--- src/rtl/ctrl_pkg.sv ---
// Shared encodings for the multicycle control unit: FSM states, ALU op codes,
// opcodes and datapath select values.
package ctrl_pkg;

  typedef enum logic [3:0] {
    S_FETCH    = 4'd0,
    S_DECODE   = 4'd1,
    S_MEMADR   = 4'd2,
    S_MEMREAD  = 4'd3,
    S_MEMWB    = 4'd4,
    S_MEMWRITE = 4'd5,
    S_EXECR    = 4'd6,
    S_EXECI    = 4'd7,
    S_ALUWB    = 4'd8,
    S_BEQ      = 4'd9,
    S_JAL      = 4'd10,
    S_HALT     = 4'd11
  } state_t;

  localparam logic [2:0] ALU_ADD = 3'b000;
  localparam logic [2:0] ALU_SUB = 3'b001;
  localparam logic [2:0] ALU_AND = 3'b010;
  localparam logic [2:0] ALU_OR  = 3'b011;
  localparam logic [2:0] ALU_SLT = 3'b101;

  localparam logic [1:0] ALUOP_ADD   = 2'b00;
  localparam logic [1:0] ALUOP_SUB   = 2'b01;
  localparam logic [1:0] ALUOP_FUNCT = 2'b10;

  localparam logic [6:0] OP_LW  = 7'b0000011;
  localparam logic [6:0] OP_SW  = 7'b0100011;
  localparam logic [6:0] OP_R   = 7'b0110011;
  localparam logic [6:0] OP_I   = 7'b0010011;
  localparam logic [6:0] OP_BEQ = 7'b1100011;
  localparam logic [6:0] OP_JAL = 7'b1101111;

  localparam logic [1:0] RES_ALUOUT    = 2'b00;
  localparam logic [1:0] RES_DATA      = 2'b01;
  localparam logic [1:0] RES_ALURESULT = 2'b10;

  localparam logic [1:0] SRCA_PC    = 2'b00;
  localparam logic [1:0] SRCA_OLDPC = 2'b01;
  localparam logic [1:0] SRCA_RS1   = 2'b10;

  localparam logic [1:0] SRCB_RS2  = 2'b00;
  localparam logic [1:0] SRCB_IMM  = 2'b01;
  localparam logic [1:0] SRCB_FOUR = 2'b10;

  localparam logic [1:0] IMM_I = 2'b00;
  localparam logic [1:0] IMM_S = 2'b01;
  localparam logic [1:0] IMM_B = 2'b10;
  localparam logic [1:0] IMM_J = 2'b11;

endpackage

--- src/rtl/alu_decoder.sv ---
// Maps ALUop/funct fields to an ALU control code; purely combinational.
// bad_funct_o flags a funct3 outside the supported ALU subset, independent of ALUop.
module alu_decoder
  import ctrl_pkg::*;
(
  input  logic [1:0] aluop_i,
  input  logic [2:0] funct3_i,
  input  logic       op5_i,
  input  logic       funct7b5_i,
  output logic [2:0] alu_control_o,
  output logic       bad_funct_o
);

  always_comb begin
    bad_funct_o = 1'b0;
    case (funct3_i)
      3'b000, 3'b010, 3'b110, 3'b111: bad_funct_o = 1'b0;
      default:                        bad_funct_o = 1'b1;
    endcase
  end

  always_comb begin
    alu_control_o = ALU_ADD;
    case (aluop_i)
      ALUOP_ADD: alu_control_o = ALU_ADD;
      ALUOP_SUB: alu_control_o = ALU_SUB;
      ALUOP_FUNCT: begin
        case (funct3_i)
          // Only R-type has a sub form; for I-type bit 30 belongs to the immediate.
          3'b000:  alu_control_o = (op5_i & funct7b5_i) ? ALU_SUB : ALU_ADD;
          3'b010:  alu_control_o = ALU_SLT;
          3'b110:  alu_control_o = ALU_OR;
          3'b111:  alu_control_o = ALU_AND;
          default: alu_control_o = ALU_ADD;
        endcase
      end
      default: alu_control_o = ALU_ADD;
    endcase
  end

endmodule

--- src/rtl/mc_control_unit.sv ---
// Multicycle RISC-V control FSM: Moore outputs decoded from state, sticky illegal flag.
// Write enables are held low while reset is asserted, whatever the current state.
module mc_control_unit
  import ctrl_pkg::*;
#(
  parameter logic ILLEGAL_HALT = 1'b1
) (
  input  logic       clk,
  input  logic       reset,
  input  logic [6:0] op,
  input  logic [2:0] funct3,
  input  logic       funct7b5,
  input  logic       zero,
  output logic       PCWrite,
  output logic       AdrSrc,
  output logic       MemWrite,
  output logic       IRWrite,
  output logic [1:0] ResultSrc,
  output logic [2:0] ALUcontrol,
  output logic [1:0] ALUSrcA,
  output logic [1:0] ALUSrcB,
  output logic [1:0] ImmSrc,
  output logic       RegWrite,
  output logic       illegal
);

  state_t     state_q, state_d;
  logic       illegal_q, illegal_d;
  logic [1:0] aluop;
  logic       bad_funct;
  logic       pc_write_st, ir_write_st, reg_write_st, mem_write_st;

  alu_decoder u_alu_dec (
    .aluop_i      (aluop),
    .funct3_i     (funct3),
    .op5_i        (op[5]),
    .funct7b5_i   (funct7b5),
    .alu_control_o(ALUcontrol),
    .bad_funct_o  (bad_funct)
  );

  always_ff @(posedge clk) begin
    if (reset) begin
      state_q   <= S_FETCH;
      illegal_q <= 1'b0;
    end else begin
      state_q   <= state_d;
      illegal_q <= illegal_d;
    end
  end

  // A bad funct3 is caught while leaving DECODE so the flag is visible in the execute state.
  always_comb begin
    state_d   = state_q;
    illegal_d = illegal_q;
    case (state_q)
      S_FETCH:  state_d = S_DECODE;
      S_DECODE: begin
        case (op)
          OP_LW, OP_SW: state_d = S_MEMADR;
          OP_R: begin
            state_d = S_EXECR;
            if (bad_funct) illegal_d = 1'b1;
          end
          OP_I: begin
            state_d = S_EXECI;
            if (bad_funct) illegal_d = 1'b1;
          end
          OP_BEQ:  state_d = S_BEQ;
          OP_JAL:  state_d = S_JAL;
          default: begin
            state_d   = ILLEGAL_HALT ? S_HALT : S_FETCH;
            illegal_d = 1'b1;
          end
        endcase
      end
      S_MEMADR:   state_d = (op == OP_LW) ? S_MEMREAD : S_MEMWRITE;
      S_MEMREAD:  state_d = S_MEMWB;
      S_EXECR,
      S_EXECI,
      S_JAL:      state_d = S_ALUWB;
      S_MEMWB,
      S_MEMWRITE,
      S_ALUWB,
      S_BEQ:      state_d = S_FETCH;
      S_HALT:     state_d = S_HALT;
      default:    state_d = S_FETCH;
    endcase
  end

  always_comb begin
    pc_write_st  = 1'b0;
    ir_write_st  = 1'b0;
    reg_write_st = 1'b0;
    mem_write_st = 1'b0;
    AdrSrc       = 1'b0;
    ResultSrc    = RES_ALUOUT;
    ALUSrcA      = SRCA_PC;
    ALUSrcB      = SRCB_RS2;
    aluop        = ALUOP_ADD;
    case (state_q)
      S_FETCH: begin
        ir_write_st = 1'b1;
        pc_write_st = 1'b1;
        ALUSrcB     = SRCB_FOUR;
        ResultSrc   = RES_ALURESULT;
      end
      S_DECODE: begin
        ALUSrcA = SRCA_OLDPC;
        ALUSrcB = SRCB_IMM;
      end
      S_MEMADR: begin
        ALUSrcA = SRCA_RS1;
        ALUSrcB = SRCB_IMM;
      end
      S_MEMREAD: AdrSrc = 1'b1;
      S_MEMWB: begin
        ResultSrc    = RES_DATA;
        reg_write_st = 1'b1;
      end
      S_MEMWRITE: begin
        AdrSrc       = 1'b1;
        mem_write_st = 1'b1;
      end
      S_EXECR: begin
        ALUSrcA = SRCA_RS1;
        aluop   = ALUOP_FUNCT;
      end
      S_EXECI: begin
        ALUSrcA = SRCA_RS1;
        ALUSrcB = SRCB_IMM;
        aluop   = ALUOP_FUNCT;
      end
      S_ALUWB: reg_write_st = 1'b1;
      S_BEQ: begin
        ALUSrcA     = SRCA_RS1;
        aluop       = ALUOP_SUB;
        pc_write_st = zero;
      end
      S_JAL: begin
        ALUSrcA     = SRCA_OLDPC;
        ALUSrcB     = SRCB_FOUR;
        pc_write_st = 1'b1;
      end
      default: ;
    endcase
  end

  always_comb begin
    ImmSrc = IMM_I;
    case (op)
      OP_SW:   ImmSrc = IMM_S;
      OP_BEQ:  ImmSrc = IMM_B;
      OP_JAL:  ImmSrc = IMM_J;
      default: ImmSrc = IMM_I;
    endcase
  end

  assign PCWrite  = pc_write_st  & ~reset;
  assign IRWrite  = ir_write_st  & ~reset;
  assign RegWrite = reg_write_st & ~reset;
  assign MemWrite = mem_write_st & ~reset;
  assign illegal  = illegal_q;

endmodule

--- config.mk ---
export PLATFORM = sky130hd
export DESIGN_NAME = mc_control_unit
export DESIGN_NICKNAME = d
export VERILOG_FILES = /design/src/rtl/ctrl_pkg.sv /design/src/rtl/alu_decoder.sv /design/src/rtl/mc_control_unit.sv
export SDC_FILE = /design/constraint.sdc
export NUM_CORES = 1
export LEC_CHECK = 0
export ABC_CLOCK_PERIOD_IN_PS = 3800
export BUFFER_PORTS_ARGS = -buffer_cell sky130_fd_sc_hd__buf_2
export CORE_MARGIN = 5
export CORE_UTILIZATION = 48
export DETAILED_ROUTE_END_ITERATION = 6
export PLACE_DENSITY = 0.91
export SYNTH_ARGS = -nofsm -noshare
export SYNTH_HDL_FRONTEND = slang
export SYNTH_SLANG_ARGS = --single-unit
--- constraint.sdc ---
create_clock -name clk -period 3.8 [get_ports clk]
set_input_delay 0.76 -clock clk [delete_from_list [all_inputs] [get_ports clk]]
set_output_delay 0.76 -clock clk [all_outputs]
set_load 0.05 [all_outputs]
**Word level (Yosys, flattened, before mapping)**

Index checks and enable logic that the tools add are counted.

- Flip-flop bits (word level): 5
- Latch bits: 0
- Bits in writable memories: 0
- ROM bits: 0
- Output and inout port bits: 17
- Memories kept: 0

- Add/sub/neg operators: 0
- Multipliers: 0
- Div/mod/pow operators: 0
- $lt $le $gt $ge: 0
- Eq/ne operators: 23
- Shifts and indexed selects: 0
- Muxes and demuxes: 18
- Bitwise operators: 7
- Reductions and logical operators: 15

Operators by type and width:

| cell | number |
|---|---|
| case mux 4 bit (6 select lines) | 1 |
| case mux 4 bit (5 select lines) | 1 |
| equality test 4 x 3 -> 1 bit, second input constant | 4 |
| equality test 4 bit, second input constant | 4 |
| case mux 2 bit (2 select lines) | 4 |
| equality test 7 x 6 -> 1 bit, second input constant | 2 |
| equality test 7 bit, second input constant | 2 |
| OR reduction 2 bit | 7 |
| case mux 3 bit (4 select lines) | 1 |
| OR reduction 4 bit | 3 |
| equality test 4 x 2 -> 1 bit, second input constant | 2 |
| equality test 7 x 2 -> 1 bit, second input constant | 1 |
| equality test 7 x 5 -> 1 bit, second input constant | 1 |
| equality test 3 bit, second input constant | 2 |
| two-way mux 1 bit | 6 |
| case mux 2 bit (3 select lines) | 1 |
| case mux 3 bit (2 select lines) | 1 |
| OR reduction 3 bit | 2 |
| bitwise AND 1 bit | 5 |
| equality test 4 x 1 -> 1 bit, second input constant | 1 |
| logical NOT 4 bit | 1 |
| case mux 1 bit (2 select lines) | 2 |
| equality test 3 x 2 -> 1 bit, second input constant | 1 |
| logical NOT 3 bit | 1 |
| other kinds (6) | 7 |

**Longest topological paths before layout**

Gate-level depths: netlist (run 1).

- Depth after elaboration: 5
- Gate-level depth with buffers: 7
- Gate-level depth less buffers: 7

**By module**

A second synthesis (run 1) with hierarchy kept.

- Cells, all modules: 84
- Area, all modules: 579.3 um^2

By module, submodules not included:

| module | instances | cells each | area each (um^2) | seq. area each (um^2) |
|---|---|---|---|---|
| mc_control_unit | 1 | 71 | 485.5 | 100.1 |
| alu_decoder | 1 | 13 | 93.8 | 0.0 |

**Least setup slack after synthesis (run 1)**

No wires, ideal clock.

- Path kind: flip-flop to output port
- Start point: reg state_q[3]
- End point: out PCWrite
- Data arrival time: 2.475 ns
- Data required time: 3.040 ns
- Path slack: 0.565 ns
- Cell stages (with the launch flop): 6
- Cells stage by stage: dfxtp_1 -> buf_2 -> xor2_1 -> nor3_1 -> a21oi_1 -> nor2_1

- Word-level cells in the longest chain between the ends: 4

Ends and longest elaborated chain:

| item | RTL line | RTL |
|---|---|---|
| start: declaration | mc_control_unit.sv:27 | `state_t state_q, state_d;` |
| start signal: assignment | mc_control_unit.sv:47 | `state_q <= state_d;` |
| equality test 4 bit / logical NOT 4 bit (equally long branches) | mc_control_unit.sv:101 | `case (state_q)` |
| OR reduction 2 bit (no line) | n/a |  |
| case mux 1 bit (2 select lines) (*) | mc_control_unit.sv:101 |  |
| bitwise AND 1 bit (*) | mc_control_unit.sv:159 | `assign PCWrite = pc_write_st & ~reset;` |
| end: declaration | mc_control_unit.sv:14 | `output logic PCWrite,` |

Every way passes the cells marked *; elsewhere a longest branch is shown, timed or not.

**Worst setup path after layout (run 1)**

- Start point: reg state_q[0]
- End point: out ALUcontrol[2]

- Word-level cells in the longest chain between the ends: 5

Ends and longest elaborated chain:

| item | RTL line | RTL |
|---|---|---|
| equality test 4 x 3 -> 1 bit | mc_control_unit.sv:101 |  |
| OR reduction 2 bit (no line) | n/a |  |
| case mux 2 bit (2 select lines) (*) | mc_control_unit.sv:101 |  |
| equality test 2 bit / equality test 2 x 1 -> 1 bit (equally long branches) | alu_decoder.sv:24 | `case (aluop_i)` |
| case mux 3 bit (2 select lines) (*) | alu_decoder.sv:24 |  |
| end: declaration | mc_control_unit.sv:19 | `output logic [2:0] ALUcontrol,` |

Marked as above.

==> results of run 1 <==
## worst max path at each step
stage                     to  cells after the start
2_1_floorplan        PCWrite                      5
3_3_place_gp   ALUcontrol[2]                      6
3_5_place_dp   ALUcontrol[2]                      6
4_1_cts        ALUcontrol[2]                      6
5_1_grt        ALUcontrol[2]                      6
6_report       ALUcontrol[2]                      6
## report_power, final
group	internal (mW)	total, mW	switching, mW
Clock	0.0383	0.0648	0.0264
Combinational	0.124	0.428	0.304
Sequential	0.0705	0.128	0.0571
Total	0.233	0.621	0.388
## per-layer routing
layer  up-vias  routed length (um)
met1       361                 605
li1        411                   -
met3         6                 173
met4         0                  41
met5         -                   0
met2        37                 859
## worst register-to-register path: cells and delay by family, from the launching register on
| kind | cells | cell delay, ns |
|---|---|---|
| compound gates | 1 | 0.27 |
| flops | 1 | 0.70 |
| simple gates | 3 | 0.38 |
## area by class of cell
| cell class | instances | area (um^2) |
|---|---|---|
| fill | 117 | 464 |
| tap | 15 | 18.8 |
| inverter | 5 | 18.8 |
| clock buffer | 3 | 22.5 |
| clock inverter | 1 | 5.00 |
| timing repair buffer | 30 | 150 |
| sequential | 5 | 100 |
| multi-input combinational | 81 | 489 |
## per-stage QoR
| step | hold WS (ns) | util | power (mW) |
|---|---|---|---|
| final | 0.489 | 0.634 | 0.621 |
| after global routing | 0.506 | 0.634 | 0.661 |
| after CTS | 0.495 | 0.634 | 0.622 |
| after detailed placement | 0.485 | 0.612 | 0.557 |
| after global placement | 0.468 | 0.612 | 0.550 |
| after floorplan | 0.546 | - | 0.476 |
## cells in the final DEF (no fill, tap or decap), types with 2 or more instances in the layout
cell type	n
sky130_fd_sc_hd__inv_2	2
sky130_fd_sc_hd__xnor2_1	2
sky130_fd_sc_hd__a21oi_1	9
sky130_fd_sc_hd__clkbuf_4	3
sky130_fd_sc_hd__nand2_1	7
sky130_fd_sc_hd__nand2b_1	4
sky130_fd_sc_hd__o21a_1	2
sky130_fd_sc_hd__a211oi_1	2
sky130_fd_sc_hd__nor4_1	2
sky130_fd_sc_hd__dfxtp_1	5
sky130_fd_sc_hd__nor2_1	14
sky130_fd_sc_hd__buf_2	30
sky130_fd_sc_hd__nand3_1	4
sky130_fd_sc_hd__a31oi_1	2
sky130_fd_sc_hd__nor3_1	8
sky130_fd_sc_hd__ha_1	2
sky130_fd_sc_hd__o21ai_0	2
sky130_fd_sc_hd__inv_1	3
## logic make-up (layout without fill, tap and decap cells)
kind of cell / after synthesis / after routing / share of synthesized area
xor+xnor: 3 / 3 / 0.0416
compound gates: 25 / 25 / 0.269
flops: 5 / 5 / 0.158
fa+ha+maj: 2 / 2 / 0.0396
simple gates: 51 / 51 / 0.424
buf+inv: 10 / 39 / 0.0673
## sequential cells by signal, summed over array words and instances (netlist names)
| name | flops |
|---|---|
| illegal | 1 |
| state_q | 4 |
==> impl_results.html, run 1 <==
<table>
<tr><th>Metric</th><th>Value</th></tr>
<tr><th colspan="2">STA</th></tr>
<tr><td>Actual transition at the worst max-transition pin</td><td>0.612 ns</td></tr>
<tr><td>Minimum setup slack in the final design</td><td>just over 0.9 ns</td></tr>
<tr><td>Slew Limit Headroom</td><td>0.592</td></tr>
<tr><td>Number of endpoints with negative hold slack in the final report</td><td>0</td></tr>
<tr><td>Final count of pins violating max slew</td><td>0</td></tr>
<tr><td>Tmin final</td><td>2.87 ns</td></tr>
<tr><td>Number of failing setup endpoints in the final timing report</td><td>0</td></tr>
<tr><td>Setup Total Neg Slack</td><td>0 ns</td></tr>
<tr><td>Period utilisation layout</td><td>0.755</td></tr>
<tr><td>Unrepaired setup endpoints after global routing</td><td>false</td></tr>
<tr><td>Highest clock rate</td><td>about 350 MHz</td></tr>
<tr><td>Worst clock skew</td><td>0.00258 ns</td></tr>
<tr><th colspan="2">Synthesis</th></tr>
<tr><td>Predominant post-synthesis flop cell</td><td>sky130_fd_sc_hd__dfxtp_1</td></tr>
<tr><td>Area fraction of the dominant cell type after synthesis</td><td>0.158</td></tr>
<tr><td>Cell Area, Synth</td><td>around 630 um^2</td></tr>
<tr><td>Top-count cell post-synth</td><td>sky130_fd_sc_hd__nor2_1</td></tr>
<tr><td>Yosys Warn Count</td><td>0</td></tr>
<tr><td>Post-synthesis cell type with the largest combined area</td><td>sky130_fd_sc_hd__dfxtp_1</td></tr>
<tr><td>Library cells used by synthesis</td><td>39</td></tr>
<tr><td>Sequential fraction of the synthesis area</td><td>0.158</td></tr>
<tr><td>Total of flip-flops plus latches after synthesis</td><td>5</td></tr>
<tr><td>Most instantiated cells after synthesis</td><td>sky130_fd_sc_hd__nor2_1 (14), sky130_fd_sc_hd__a21oi_1 (9), sky130_fd_sc_hd__nor3_1 (8)</td></tr>
<tr><td>Average cell area after synthesis</td><td>between 6 and 7 um^2</td></tr>
<tr><td>Share of flip-flops with an asynchronous set or reset</td><td>0</td></tr>
<tr><td>Top cells by area, synth</td><td>sky130_fd_sc_hd__dfxtp_1 (16%), sky130_fd_sc_hd__nor2_1 (8.3%), sky130_fd_sc_hd__a21oi_1 (7.1%), sky130_fd_sc_hd__nor3_1 (6.3%), sky130_fd_sc_hd__nand2_1 (4.2%)</td></tr>
<tr><td>Post-Synthesis Net Count</td><td>between 100 and 150</td></tr>
<tr><td>Post-Syn Instances</td><td>96</td></tr>
<tr><td>Number of enable flip-flop cells after synthesis</td><td>0</td></tr>
<tr><th colspan="2">Critical path</th></tr>
<tr><td>Slowest cell on the critical path</td><td>sky130_fd_sc_hd__dfxtp_1</td></tr>
<tr><td>Cell breakdown of the critical path</td><td>nand2b_1 &gt; nor2_1 &gt; nand2_1 &gt; ha_1 &gt; nor3_1 &gt; buf_2</td></tr>
<tr><td>Worst Setup Start Kind</td><td>register</td></tr>
<tr><td>Worst Path Buf+Inv</td><td>1</td></tr>
<tr><td>Max stage delay on crit path</td><td>0.58 ns</td></tr>
<tr><td>CP Data Arrival Time</td><td>around 2.1 ns</td></tr>
<tr><td>FF-to-FF setup slack</td><td>around 2.3 ns</td></tr>
<tr><td>Beginning of the critical path</td><td>state_q[0]$_SDFF_PP0_</td></tr>
<tr><td>Reg2reg start</td><td>state_q[3]$_SDFF_PP0_</td></tr>
<tr><td>Worst Setup End Kind</td><td>output pin</td></tr>
<tr><td>Capture point of the worst reg-to-reg path</td><td>state_q[0]$_SDFF_PP0_</td></tr>
<tr><td>Worst setup path class</td><td>register to output pin</td></tr>
<tr><td>Largest fanout of any net on the critical path</td><td>15</td></tr>
<tr><td>Kind of cell with the highest combined delay on the critical path</td><td>simple AND/OR/NAND/NOR gates</td></tr>
<tr><td>Number of cells on the worst reg-to-reg path</td><td>4</td></tr>
<tr><td>Required time at the worst-slack endpoint</td><td>3.04 ns</td></tr>
<tr><th colspan="2">Status</th></tr>
<tr><td>Status</td><td>completed</td></tr>
<tr><th colspan="2">Routing</th></tr>
<tr><td>Initial detailed-routing violation count</td><td>39</td></tr>
<tr><td>Via-per-instance ratio</td><td>about 5.8</td></tr>
<tr><td>Final routed wirelength across all metal layers</td><td>~1700 um</td></tr>
<tr><td>Average routed wire per standard cell</td><td>12.0 um</td></tr>
<tr><td>Post-route DRC violation count</td><td>0</td></tr>
<tr><td>Detailed-routing iteration count for the pre-antenna-repair pass</td><td>4</td></tr>
<tr><td>Via Count</td><td>815</td></tr>
<tr><td>Remaining antenna violation count after routing</td><td>0</td></tr>
<tr><th colspan="2">Clock tree</th></tr>
<tr><td>CTS sink count</td><td>5</td></tr>
<tr><td>CTS clk-pin slew, worst paths</td><td>roughly 0.040 ns</td></tr>
<tr><td>Clk Tree Root Cell</td><td>sky130_fd_sc_hd__clkbuf_4</td></tr>
<tr><td>Number of buffers added for setup after CTS</td><td>0</td></tr>
<tr><td>Post-cts hold buffer count</td><td>0</td></tr>
<tr><td>Max Root-Sink Buffers</td><td>2</td></tr>
<tr><td>CTS H-tree lvls</td><td>1</td></tr>
<tr><td>Clock network latency to the later pin of the worst-skew pair</td><td>roughly 0.26 ns</td></tr>
<tr><td>Number of cells upsized or downsized after cts</td><td>0</td></tr>
<tr><td>TritonCTS clock tree</td><td>built</td></tr>
<tr><td>Number of buffers inserted during clock tree synthesis</td><td>3</td></tr>
<tr><th colspan="2">Global route</th></tr>
<tr><td>Total routing resource utilization after global routing</td><td>0.168</td></tr>
<tr><td>Number of global-route vias before repair</td><td>634</td></tr>
<tr><td>Wire length of the first global-routing pass</td><td>between 2000 and 3000 um</td></tr>
<tr><td>Met1 Track Usage GR</td><td>0.175</td></tr>
<tr><td>Most Used Layer, Global Route</td><td>met2</td></tr>
<tr><td>Antenna violations before repair</td><td>0</td></tr>
<tr><td>Met3 Resource Use GR</td><td>0.0469</td></tr>
<tr><td>Total grt overflow</td><td>0</td></tr>
<tr><td>Pin count of the biggest net entering global routing</td><td>21</td></tr>
<tr><td>Met2 track demand over resource</td><td>0.297</td></tr>
<tr><th colspan="2">Floorplanning</th></tr>
<tr><td>Initial cell density of the core</td><td>0.498</td></tr>
<tr><td>Height of the chip</td><td>between 40 and 50 um</td></tr>
<tr><td>Number of standard-cell rows in the floorplan</td><td>13</td></tr>
<tr><td>Die area</td><td>between 2000 and 2500 um^2</td></tr>
<tr><td>Die X-Extent</td><td>roughly 46 um</td></tr>
<tr><td>Count of pins on the block boundary</td><td>31</td></tr>
<tr><td>Std-Cell Core Area</td><td>between 1000 and 1500 um^2</td></tr>
<tr><th colspan="2">Power and ir drop</th></tr>
<tr><td>Worst supply voltage drop on vdd</td><td>0.611 mV</td></tr>
<tr><td>Leakage</td><td>0.376 nW</td></tr>
<tr><td>Power density over the cells</td><td>slightly below 800 nW/um^2</td></tr>
<tr><th colspan="2">Finish</th></tr>
<tr><td>Final net count</td><td>roughly 140</td></tr>
<tr><td>Share of layout cells above drive strength 1</td><td>0.336</td></tr>
<tr><td>Design Area, Final</td><td>805 um^2</td></tr>
<tr><td>Synthesis-to-layout area growth</td><td>27.3%</td></tr>
<tr><td>Number of antenna repair diodes</td><td>0</td></tr>
<tr><td>Number of cells in the finished layout apart from fillers</td><td>140</td></tr>
<tr><th colspan="2">Min path</th></tr>
<tr><td>Worst Hold Class</td><td>register to register</td></tr>
<tr><td>Hold Startpoint</td><td>illegal$_SDFFE_PP0P_</td></tr>
<tr><td>Endpoint of the worst hold path</td><td>illegal$_SDFFE_PP0P_</td></tr>
<tr><td>Worst Hold Depth</td><td>1</td></tr>
<tr><th colspan="2">Placed design</th></tr>
<tr><td>Number of placed cells counting well taps</td><td>between 100 and 150</td></tr>
<tr><td>HPWL reported at the end of detailed placement</td><td>between 1000 and 1500 um</td></tr>
<tr><td>PortBufs</td><td>30</td></tr>
<tr><td>Placed Area</td><td>777 um^2</td></tr>
<tr><td>Placer congestion estimate</td><td>between 0.8 and 0.9</td></tr>
<tr><td>Pre-CTS setup slack</td><td>~1.2 ns</td></tr>
<tr><th colspan="2">Job</th></tr>
<tr><td>Max capacitance violation total</td><td>0</td></tr>
</table>
(Power assumes the default switching activity.)
==> run 2, diff against run 1 <==
Settings changed: ABC_CLOCK_PERIOD_IN_PS 3800 to 2600, CORE_UTILIZATION 48 to 40, PLACE_DENSITY 0.91 to 0.82.
Clock period 3.8 ns to 2.6 ns, I/O delays scaled along.
==> impl_results.html, run 2 (same netlist as run 1, synthesis figures left out) <==
<table>
<tr><th>Metric</th><th>Value</th></tr>
<tr><th colspan="2">STA</th></tr>
<tr><td>Number of endpoints with negative hold slack in the final report</td><td>0</td></tr>
<tr><td>Highest clock rate</td><td>slightly above 400 MHz</td></tr>
<tr><td>Worst clock skew</td><td>around 0.0067 ns</td></tr>
<tr><td>Final count of pins violating max slew</td><td>0</td></tr>
<tr><td>Unrepaired setup endpoints after global routing</td><td>false</td></tr>
<tr><td>Number of failing setup endpoints in the final timing report</td><td>0</td></tr>
<tr><td>Slew Limit Headroom</td><td>0.804</td></tr>
<tr><td>Setup Total Neg Slack</td><td>0 ns</td></tr>
<tr><td>Period utilisation layout</td><td>0.925</td></tr>
<tr><td>Actual transition at the worst max-transition pin</td><td>around 0.29 ns</td></tr>
<tr><td>Min Hold Slack</td><td>0.498 ns</td></tr>
<tr><td>Tmin final</td><td>2.41 ns</td></tr>
<tr><th colspan="2">Floorplanning</th></tr>
<tr><td>Die X-Extent</td><td>49.7 um</td></tr>
<tr><td>Height of the chip</td><td>49.7 um</td></tr>
<tr><td>Count of pins on the block boundary</td><td>31</td></tr>
<tr><td>Initial cell density of the core</td><td>0.419</td></tr>
<tr><td>Std-Cell Core Area</td><td>approximately 1500 um^2</td></tr>
<tr><td>Number of standard-cell rows in the floorplan</td><td>14</td></tr>
<tr><td>Die area</td><td>2470 um^2</td></tr>
<tr><th colspan="2">Critical path</th></tr>
<tr><td>Worst Setup Start Kind</td><td>register</td></tr>
<tr><td>Max stage delay on crit path</td><td>between 0.3 and 0.4 ns</td></tr>
<tr><td>Worst setup path class</td><td>register to output pin</td></tr>
<tr><td>FF-to-FF setup slack</td><td>1.27 ns</td></tr>
<tr><td>Slowest cell on the critical path</td><td>sky130_fd_sc_hd__dfxtp_2</td></tr>
<tr><td>Largest fanout of any net on the critical path</td><td>13</td></tr>
<tr><td>Reg2reg start</td><td>state_q[3]$_SDFF_PP0_</td></tr>
<tr><td>Number of cells on the worst reg-to-reg path</td><td>4</td></tr>
<tr><td>CP Data Arrival Time</td><td>about 1.9 ns</td></tr>
<tr><td>Cell breakdown of the critical path</td><td>nand2b_1 &gt; nor2_1 &gt; nand2_1 &gt; ha_1 &gt; nor3_2 &gt; buf_2</td></tr>
<tr><td>Worst Setup End Kind</td><td>output pin</td></tr>
<tr><td>Capture point of the worst reg-to-reg path</td><td>state_q[1]$_SDFF_PP0_</td></tr>
<tr><td>Worst Path Buf+Inv</td><td>1</td></tr>
<tr><td>Kind of cell with the highest combined delay on the critical path</td><td>simple AND/OR/NAND/NOR gates</td></tr>
<tr><td>Required time at the worst-slack endpoint</td><td>between 2 and 2.5 ns</td></tr>
<tr><th colspan="2">Clock tree</th></tr>
<tr><td>CTS H-tree lvls</td><td>1</td></tr>
<tr><td>Number of buffers added for setup after CTS</td><td>0</td></tr>
<tr><td>Clk Tree Root Cell</td><td>sky130_fd_sc_hd__clkbuf_4</td></tr>
<tr><td>Max Root-Sink Buffers</td><td>2</td></tr>
<tr><td>CTS clk-pin slew, worst paths</td><td>0.06 ns</td></tr>
<tr><td>CTS sink count</td><td>5</td></tr>
<tr><td>Clock network latency to the later pin of the worst-skew pair</td><td>0.26 ns</td></tr>
<tr><td>Number of cells upsized or downsized after cts</td><td>0</td></tr>
<tr><td>TritonCTS clock tree</td><td>built</td></tr>
<tr><td>Number of buffers inserted during clock tree synthesis</td><td>3</td></tr>
<tr><td>Post-cts hold buffer count</td><td>0</td></tr>
<tr><th colspan="2">Job</th></tr>
<tr><td>Max capacitance violation total</td><td>0</td></tr>
<tr><th colspan="2">Min path</th></tr>
<tr><td>Hold Startpoint</td><td>illegal$_SDFFE_PP0P_</td></tr>
<tr><td>Worst Hold Depth</td><td>1</td></tr>
<tr><td>Worst Hold Class</td><td>register to register</td></tr>
<tr><td>Endpoint of the worst hold path</td><td>illegal$_SDFFE_PP0P_</td></tr>
<tr><th colspan="2">Finish</th></tr>
<tr><td>Number of cells in the finished layout apart from fillers</td><td>between 100 and 150</td></tr>
<tr><td>Filler instances</td><td>around 150</td></tr>
<tr><td>Final net count</td><td>~140</td></tr>
<tr><td>Highest-count cells in the layout ignoring fill and taps</td><td>sky130_fd_sc_hd__buf_2 (30), sky130_fd_sc_hd__nor2_1 (14), sky130_fd_sc_hd__a21oi_1 (9), sky130_fd_sc_hd__nand2_1 (7), sky130_fd_sc_hd__nor3_1 (6)</td></tr>
<tr><td>Largest Register</td><td>state_q</td></tr>
<tr><td>Most common cell after layout, fill and taps aside</td><td>sky130_fd_sc_hd__buf_2</td></tr>
<tr><td>Synthesis-to-layout area growth</td><td>33.7%</td></tr>
<tr><td>Number of antenna repair diodes</td><td>0</td></tr>
<tr><td>Share of layout cells above drive strength 1</td><td>0.386</td></tr>
<tr><td>Number of flip-flops under the largest register name</td><td>4</td></tr>
<tr><th colspan="2">Global route</th></tr>
<tr><td>Total grt overflow</td><td>0</td></tr>
<tr><td>Number of global-route vias before repair</td><td>~720</td></tr>
<tr><td>Pin count of the biggest net entering global routing</td><td>18</td></tr>
<tr><td>Wire length of the first global-routing pass</td><td>between 2000 and 3000 um</td></tr>
<tr><td>Total routing resource utilization after global routing</td><td>0.152</td></tr>
<tr><td>Antenna violations before repair</td><td>0</td></tr>
<tr><th colspan="2">Routing</th></tr>
<tr><td>Average routed wire per standard cell</td><td>between 10 and 15 um</td></tr>
<tr><td>Remaining antenna violation count after routing</td><td>0</td></tr>
<tr><td>Initial detailed-routing violation count</td><td>15</td></tr>
<tr><td>Detailed-routing iteration count for the pre-antenna-repair pass</td><td>4</td></tr>
<tr><td>Via Count</td><td>around 800</td></tr>
<tr><td>Final routed wirelength across all metal layers</td><td>roughly 1800 um</td></tr>
<tr><td>Via-per-instance ratio</td><td>between 5 and 6</td></tr>
<tr><td>Post-route DRC violation count</td><td>0</td></tr>
<tr><th colspan="2">Power and ir drop</th></tr>
<tr><td>Design Power</td><td>~0.96 mW</td></tr>
<tr><td>Power density over the cells</td><td>about 1100 nW/um^2</td></tr>
<tr><td>Worst supply voltage drop on vdd</td><td>slightly below 0.6 mV</td></tr>
<tr><td>Leakage</td><td>between 0.3 and 0.4 nW</td></tr>
<tr><th colspan="2">Placed design</th></tr>
<tr><td>HPWL reported at the end of detailed placement</td><td>~1400 um</td></tr>
<tr><td>Placer congestion estimate</td><td>0.748</td></tr>
<tr><td>Number of placed cells counting well taps</td><td>about 140</td></tr>
<tr><td>PortBufs</td><td>30</td></tr>
<tr><th colspan="2">Status</th></tr>
<tr><td>Status</td><td>completed</td></tr>
</table>
==> run 2: cell count changes in the layout (fill, tap and decap cells not counted) <==
cell                       previous run  this run
sky130_fd_sc_hd__buf_4                0         2
sky130_fd_sc_hd__nor4_2               0         2
sky130_fd_sc_hd__clkbuf_1             0         1
sky130_fd_sc_hd__dfxtp_2              0         2
sky130_fd_sc_hd__nor4_1               2         0
sky130_fd_sc_hd__clkinv_2             1         0
sky130_fd_sc_hd__nor3_1               8         6
sky130_fd_sc_hd__dfxtp_1              5         3
sky130_fd_sc_hd__nor3_2               1         3
==> run 2: layout make-up <==
cell class              instances  area (um^2)  share of cell area
inverters                       5         18.8              0.0222
well taps                      16         20.0              0.0237
repair buffers                 32          165               0.196
flip-flops and latches          5          103               0.121
clock buffers                   4         26.3              0.0311
multi-input cells              81          512               0.606
==> run 2: routing by layer <==
layer | part of all wire | track usage | vias up
li1 | - | - | 409
met1 | 0.43 | 0.164 | 373
met2 | 0.49 | 0.267 | 18
met3 | 0.065 | 0.0452 | 3
met4 | 0.017 | 0.0655 | 0
met5 | 0 | 0 | -
==> run 2: report_power, final <==
group | switching [mW] | total (mW) | internal [mW]
clock | 0.0447 | 0.104 | 0.0589
sequential | 0.0389 | 0.143 | 0.104
combinational | 0.510 | 0.716 | 0.207
==> run 2: how the worst max path moves through the flow <==
stage                     startpoint            end  cells after the start
2_1_floorplan  state_q[3]$_SDFF_PP0_        PCWrite                      5
3_3_place_gp   state_q[2]$_SDFF_PP0_  ALUcontrol[2]                      6
3_5_place_dp   state_q[2]$_SDFF_PP0_  ALUcontrol[2]                      6
4_1_cts        state_q[2]$_SDFF_PP0_  ALUcontrol[2]                      6
5_1_grt        state_q[2]$_SDFF_PP0_  ALUcontrol[2]                      6
6_report       state_q[2]$_SDFF_PP0_  ALUcontrol[2]                      6
==> run 2: metrics by stage <==
| step | instance area, um^2 | worst slack (ns) | util |
|---|---|---|---|
| after floorplan | 654 | 0.0657 | - |
| after global placement | 816 | 0.441 | 0.542 |
| after detailed placement | 816 | 0.360 | 0.542 |
| after CTS | 842 | 0.0802 | 0.559 |
| after global routing | 845 | 0.0592 | 0.561 |
| final | 845 | 0.194 | 0.561 |
